## src/rtl/sram_arbiter.sv

```systemverilog
`default_nettype none
// ============================================================================
// Module   : sram_arbiter
// Purpose  : Two-master round-robin arbiter ahead of the SRAM debouncer, with
//            an in-order routing FIFO that steers each response to its issuer.
// Revision : 1.0 - initial release
// ============================================================================
module sram_arbiter #(
    parameter int ADDR_WIDTH  = 32,
    parameter int DATA_WIDTH  = 32,
    parameter int OUTSTANDING = 2
) (
    input  logic                    clk,
    input  logic                    rst_n,
    input  logic [ADDR_WIDTH-1:0]   m0_addr,
    input  logic [DATA_WIDTH-1:0]   m0_wdata,
    input  logic                    m0_we,
    input  logic [DATA_WIDTH/8-1:0] m0_wbe,
    input  logic                    m0_req_valid,
    output logic                    m0_req_ready,
    output logic [DATA_WIDTH-1:0]   m0_rdata,
    output logic                    m0_resp_valid,
    input  logic                    m0_resp_ready,
    input  logic [ADDR_WIDTH-1:0]   m1_addr,
    input  logic [DATA_WIDTH-1:0]   m1_wdata,
    input  logic                    m1_we,
    input  logic [DATA_WIDTH/8-1:0] m1_wbe,
    input  logic                    m1_req_valid,
    output logic                    m1_req_ready,
    output logic [DATA_WIDTH-1:0]   m1_rdata,
    output logic                    m1_resp_valid,
    input  logic                    m1_resp_ready,
    output logic [ADDR_WIDTH-1:0]   s_addr,
    output logic [DATA_WIDTH-1:0]   s_wdata,
    output logic                    s_we,
    output logic [DATA_WIDTH/8-1:0] s_wbe,
    output logic                    s_req_valid,
    input  logic                    s_req_ready,
    input  logic [DATA_WIDTH-1:0]   s_rdata,
    input  logic                    s_resp_valid,
    output logic                    s_resp_ready
);

    localparam int PTR_WIDTH = (OUTSTANDING > 1) ? $clog2(OUTSTANDING) : 1;
    localparam int CNT_WIDTH = $clog2(OUTSTANDING + 1);

    localparam logic [CNT_WIDTH-1:0] C_MAX_COUNT = CNT_WIDTH'(OUTSTANDING);
    localparam logic [PTR_WIDTH-1:0] C_LAST_PTR  = PTR_WIDTH'(OUTSTANDING - 1);

    localparam logic [0:0] ST_OPEN   = 1'b0;
    localparam logic [0:0] ST_LOCKED = 1'b1;

    logic [0:0]             r_state;
    logic [0:0]             w_state_next;
    logic                   w_locked;
    logic                   r_locked_id;
    logic                   r_last_granted;

    logic [OUTSTANDING-1:0] r_fifo;
    logic [PTR_WIDTH-1:0]   r_wr_ptr;
    logic [PTR_WIDTH-1:0]   r_rd_ptr;
    logic [CNT_WIDTH-1:0]   r_count;

    logic                   w_sel;
    logic                   w_sel_valid;
    logic                   w_can_issue;
    logic                   w_s_req_valid;
    logic                   w_push;
    logic                   w_pop;
    logic                   w_empty;
    logic                   w_head;
    logic                   w_s_resp_ready;
    logic [PTR_WIDTH-1:0]   w_wr_ptr_next;
    logic [PTR_WIDTH-1:0]   w_rd_ptr_next;

    // A pop in the same cycle does not free a slot: only the registered count counts.
    assign w_can_issue = (r_count < C_MAX_COUNT);
    assign w_empty     = (r_count == '0);
    assign w_head      = r_fifo[r_rd_ptr];

    always_comb begin
        w_sel = 1'b0;
        if (w_locked) begin
            w_sel = r_locked_id;
        end else if (m0_req_valid && m1_req_valid) begin
            w_sel = ~r_last_granted;
        end else if (m1_req_valid) begin
            w_sel = 1'b1;
        end
    end

    assign w_sel_valid   = w_sel ? m1_req_valid : m0_req_valid;
    assign w_s_req_valid = w_can_issue && w_sel_valid;
    assign w_push        = w_s_req_valid && s_req_ready;

    assign s_req_valid  = w_s_req_valid;
    assign s_addr       = w_sel ? m1_addr  : m0_addr;
    assign s_wdata      = w_sel ? m1_wdata : m0_wdata;
    assign s_we         = w_sel ? m1_we    : m0_we;
    assign s_wbe        = w_sel ? m1_wbe   : m0_wbe;
    assign m0_req_ready = w_push && !w_sel;
    assign m1_req_ready = w_push &&  w_sel;

    assign w_s_resp_ready = !w_empty && (w_head ? m1_resp_ready : m0_resp_ready);
    assign w_pop          = s_resp_valid && w_s_resp_ready;
    assign s_resp_ready   = w_s_resp_ready;
    assign m0_resp_valid  = s_resp_valid && !w_empty && !w_head;
    assign m1_resp_valid  = s_resp_valid && !w_empty &&  w_head;
    assign m0_rdata       = s_rdata;
    assign m1_rdata       = s_rdata;

    // Lock FSM: pins the selection to a stalled master until it is accepted.
    always_ff @(posedge clk or negedge rst_n) begin
        if (!rst_n) begin
            r_state <= ST_OPEN;
        end else begin
            r_state <= w_state_next;
        end
    end

    always_comb begin
        w_state_next = r_state;
        case (r_state)
            ST_OPEN:   if (w_s_req_valid && !s_req_ready) w_state_next = ST_LOCKED;
            ST_LOCKED: if (w_push)                        w_state_next = ST_OPEN;
            default:   w_state_next = ST_OPEN;
        endcase
    end

    always_comb begin
        w_locked = (r_state == ST_LOCKED);
    end

    // last_granted resets to m1 so that m0 wins the first contested cycle.
    always_ff @(posedge clk or negedge rst_n) begin
        if (!rst_n) begin
            r_last_granted <= 1'b1;
            r_locked_id    <= 1'b0;
        end else begin
            if (w_push) begin
                r_last_granted <= w_sel;
            end
            if (w_s_req_valid && !s_req_ready) begin
                r_locked_id <= w_sel;
            end
        end
    end

    assign w_wr_ptr_next = (r_wr_ptr == C_LAST_PTR) ? '0 : r_wr_ptr + 1'b1;
    assign w_rd_ptr_next = (r_rd_ptr == C_LAST_PTR) ? '0 : r_rd_ptr + 1'b1;

    always_ff @(posedge clk or negedge rst_n) begin
        if (!rst_n) begin
            r_fifo   <= '0;
            r_wr_ptr <= '0;
            r_rd_ptr <= '0;
            r_count  <= '0;
        end else begin
            if (w_push) begin
                r_fifo[r_wr_ptr] <= w_sel;
                r_wr_ptr         <= w_wr_ptr_next;
            end
            if (w_pop) begin
                r_rd_ptr <= w_rd_ptr_next;
            end
            case ({w_push, w_pop})
                2'b10:   r_count <= r_count + 1'b1;
                2'b01:   r_count <= r_count - 1'b1;
                default: r_count <= r_count;
            endcase
        end
    end

`ifndef SYNTHESIS
    a_resp_without_request: assert property (@(posedge clk) disable iff (!rst_n)
        s_resp_valid |-> !w_empty);

    a_m0_hold: assert property (@(posedge clk) disable iff (!rst_n)
        (m0_req_valid && !m0_req_ready) |=> (m0_req_valid && $stable(m0_addr) &&
        $stable(m0_wdata) && $stable(m0_we) && $stable(m0_wbe)));

    a_m1_hold: assert property (@(posedge clk) disable iff (!rst_n)
        (m1_req_valid && !m1_req_ready) |=> (m1_req_valid && $stable(m1_addr) &&
        $stable(m1_wdata) && $stable(m1_we) && $stable(m1_wbe)));
`endif

endmodule
`default_nettype wire

```

## config.mk

```make
export PLATFORM = sky130hd
export DESIGN_NAME = sram_arbiter
export DESIGN_NICKNAME = d
export VERILOG_FILES = /design/src/rtl/sram_arbiter.sv
export SDC_FILE = /design/constraint.sdc
export NUM_CORES = 1
export LEC_CHECK = 0
export CAP_MARGIN = 10
export CORE_AREA = 2 2 122 124
export DETAILED_ROUTE_END_ITERATION = 8
export DIE_AREA = 0 0 124 126
export SLEW_MARGIN = 30
export SYNTH_ARGS = -nofsm -noshare
export SYNTH_HDL_FRONTEND = slang
export SYNTH_SLANG_ARGS = --single-unit
```

## constraint.sdc

```tcl
create_clock -name clk -period 4.6 [get_ports clk]
set_clock_uncertainty 0.05 [all_clocks]
set_input_delay 0.92 -clock clk [delete_from_list [all_inputs] [get_ports clk]]
set_output_delay 0.92 -clock clk [all_outputs]
set_load 0.03 [all_outputs]
```

==> results by group <==
Clock tree
  – Clk sinks: 9
  – PostCTS Resize Cnt: 0
  – CTS Root Cell: clkbuf_16
  – Bufs on Longest Clock Path: 2
  – H-tree depth: 1
  – Worst-path clk slew: 0.04 ns
  – Cts bufs inserted: 3
  – Post-CTS setup buffer count: 0
  – CTS tree: done
  – CTS Hold Bufs: 0
  – Clk_lat worst skew: 0.24 ns

Drt
  – Drt drc: 0
  – Router iterations before antenna repair: 4
  – Starting DRT DRC Count: 16
  – Via density: 3.67
  – Routed vias: 1,924
  – Wire length per cell: 15.3 um
  – Final ANT Viol Nets: 0
  – WL final: 8.00 mm

Setup path
  – Most used cell, CP: clkdlybuf4s50_1
  – Critical-path maximum fanout: 33
  – Largest stage delay, worst path: 0.63 ns
  – WP data required: 3.63 ns
  – R2r setup slk: 2.64 ns
  – Crit path DAT: 3.25 ns
  – CP cell instances: clkdlybuf4s50_1 > a21boi_0 > mux2i_4 > buf_4 > mux2_2 > clkdlybuf4s50_1
  – Crit-path leading delay family: buffers and inverters
  – CP max stage cell: clkdlybuf4s50_1
  – Critical path startpoint category: input pin
  – Setup crit end kind: output port
  – CP bufs+invs: 3
  – Setup CP Type: in2out

Floorplanning
  – FP Rows: 44
  – DIE WIDTH: 124 um
  – DIE AREA: 15,600 um2
  – # IOs: 317
  – Core footprint: 14,300 um2
  – Initial core utilization: 0.125
  – Die height: 126 um

STA
  – Achievable Freq: 0.237 GHz
  – Slew HR: 0.725
  – Final Max Tran Viols: 0
  – Fin crit share: 0.918
  – Fin. Hold Viols: 0
  – Worst slew pin tran: 0.412 ns
  – Min Clock Period, post-route: 4.22 ns
  – Unrepaired setup endpoints after global routing: no
  – Setup TNS: 0 ns
  – Final setup viols: 0

GRT
  – Pin count of the biggest net entering global routing: 41
  – First-pass GRT wire length: 11.3 mm
  – Via count of the first global-routing pass: 2,195
  – Initial antenna violation count: 1
  – Grt total ovfl: 0
  – All-Layer GR Usage: 0.0945

Final layout
  – Final net count: 520
  – Commonest non-fill, non-tap cell in the layout: clkdlybuf4s50_1
  – Fraction of layout cells with a size suffix above 1: 0.229
  – Area delta synth->final: 112%
  – Commonest non-fill, non-tap cells in the layout: clkdlybuf4s50_1 (220), mux2_2 (69), nor2_1 (8), dfrtp_1 (8)
  – Antenna Cells: 0

Place
  – IO Port Bufs: 220
  – HPWL after DPL: 7.09 mm
  – GP Congestion: 0.751

Logic synthesis
  – Post-synth net total: 365
  – Post-synthesis cell type count: 25
  – Synthesis warning total: 0
  – FF+latch count, synth: 9
  – Sequential share of the synthesized area: 0.126
  – Syn Inst Count: 186
  – Mean Syn Cell Area: 9.63 um2
  – Post-Synthesis Cell Area: 1790 um2

Run status
  – Status: completed

Min path
  – Hold crit path type: reg2reg

Pwr
  – Total power: 2.08 mW
  – Max VDD drop: 0.000215 V
  – Lkg Pwr: 1.41 nW
  – Power per Cell Area: 548 nW/um2

Run
  – Max-cap check violation count: 0
## cells by family (layout without fill, tap and decap cells)
logic type,Yosys count,in the layout,share of synthesized area
buffers and inverters,75,229,0.302
muxes,74,74,0.472
AOI/OAI and AO/OA,11,11,0.0419
and+or+nand+nor,11,11,0.0266
DFF,9,9,0.126
xor gates and xnor gates,5,5,0.0245
adders and majority gates,1,1,0.00699
## Yosys cell counts
cell type	n	area share
a2111o_1	1	0.0063
a211oi_1	1	0.0042
a21boi_0	1	0.0042
a21oi_1	1	0.0028
a31oi_1	1	0.0035
buf_2	6	0.017
buf_4	65	0.27
buf_6	1	0.0063
dfrtp_1	8	0.11
dfstp_2	1	0.015
ha_1	1	0.0070
inv_1	3	0.0063
mux2_2	69	0.43
mux2_4	1	0.0084
mux2i_1	3	0.017
mux2i_4	1	0.013
nand2b_1	1	0.0035
nor2_1	8	0.017
nor2b_1	1	0.0035
nor3_1	1	0.0028
o21a_1	1	0.0042
o21ai_0	3	0.0084
o31ai_1	2	0.0084
xnor2_1	3	0.015
xor2_1	2	0.0098
## per-stage QoR
stage          hold WS (ns)  utilization  worst slack (ns)  cell area (um2)  cells
5_1_grt               0.480        0.266             0.257             3800    524
3_3_place_gp          0.431        0.260             0.389             3720    520
3_5_place_dp          0.433        0.260             0.369             3720    520
4_1_cts               0.440        0.266             0.353             3800    524
6_report              0.432        0.266             0.379             3800    524
2_1_floorplan         0.413            -              1.63             1790    186
## area by class of cell
class / count / area [um2]
fillers: 1515 / 10500
repair buffers: 222 / 2230
multi-input cells: 102 / 1020
well taps: 184 / 230
flip-flops and latches: 9 / 226
clock buffers: 3 / 75.1
inverters: 3 / 11.3
clock inverters: 1 / 5.00
## where the power goes
| part | internal [mW] | switching, mW |
|---|---|---|
| registers | 0.123 | 0.0455 |
| logic | 0.872 | 0.889 |
| clock network | 0.115 | 0.0394 |
## worst paths after layout
kind                              start             end  cells after the start
max                        m1_req_valid       s_addr[9]                      6
max reg2reg                 r_locked_id      r_count[1]                      5
min                            r_rd_ptr        r_rd_ptr                      1
max in group asynchronous         rst_n  r_last_granted                      1
min reg2reg                    r_rd_ptr        r_rd_ptr                      1
min in group asynchronous         rst_n        r_wr_ptr                      1
## routing by layer
metal	vias up	global-route usage	wire length [um]
met3	12	0.0326	1070
met1	842	0.0875	2500
met4	2	0.0192	74
met2	182	0.193	4340
li1	886	-	-
met5	-	0	13
Power figures use the tool's default switching activity.
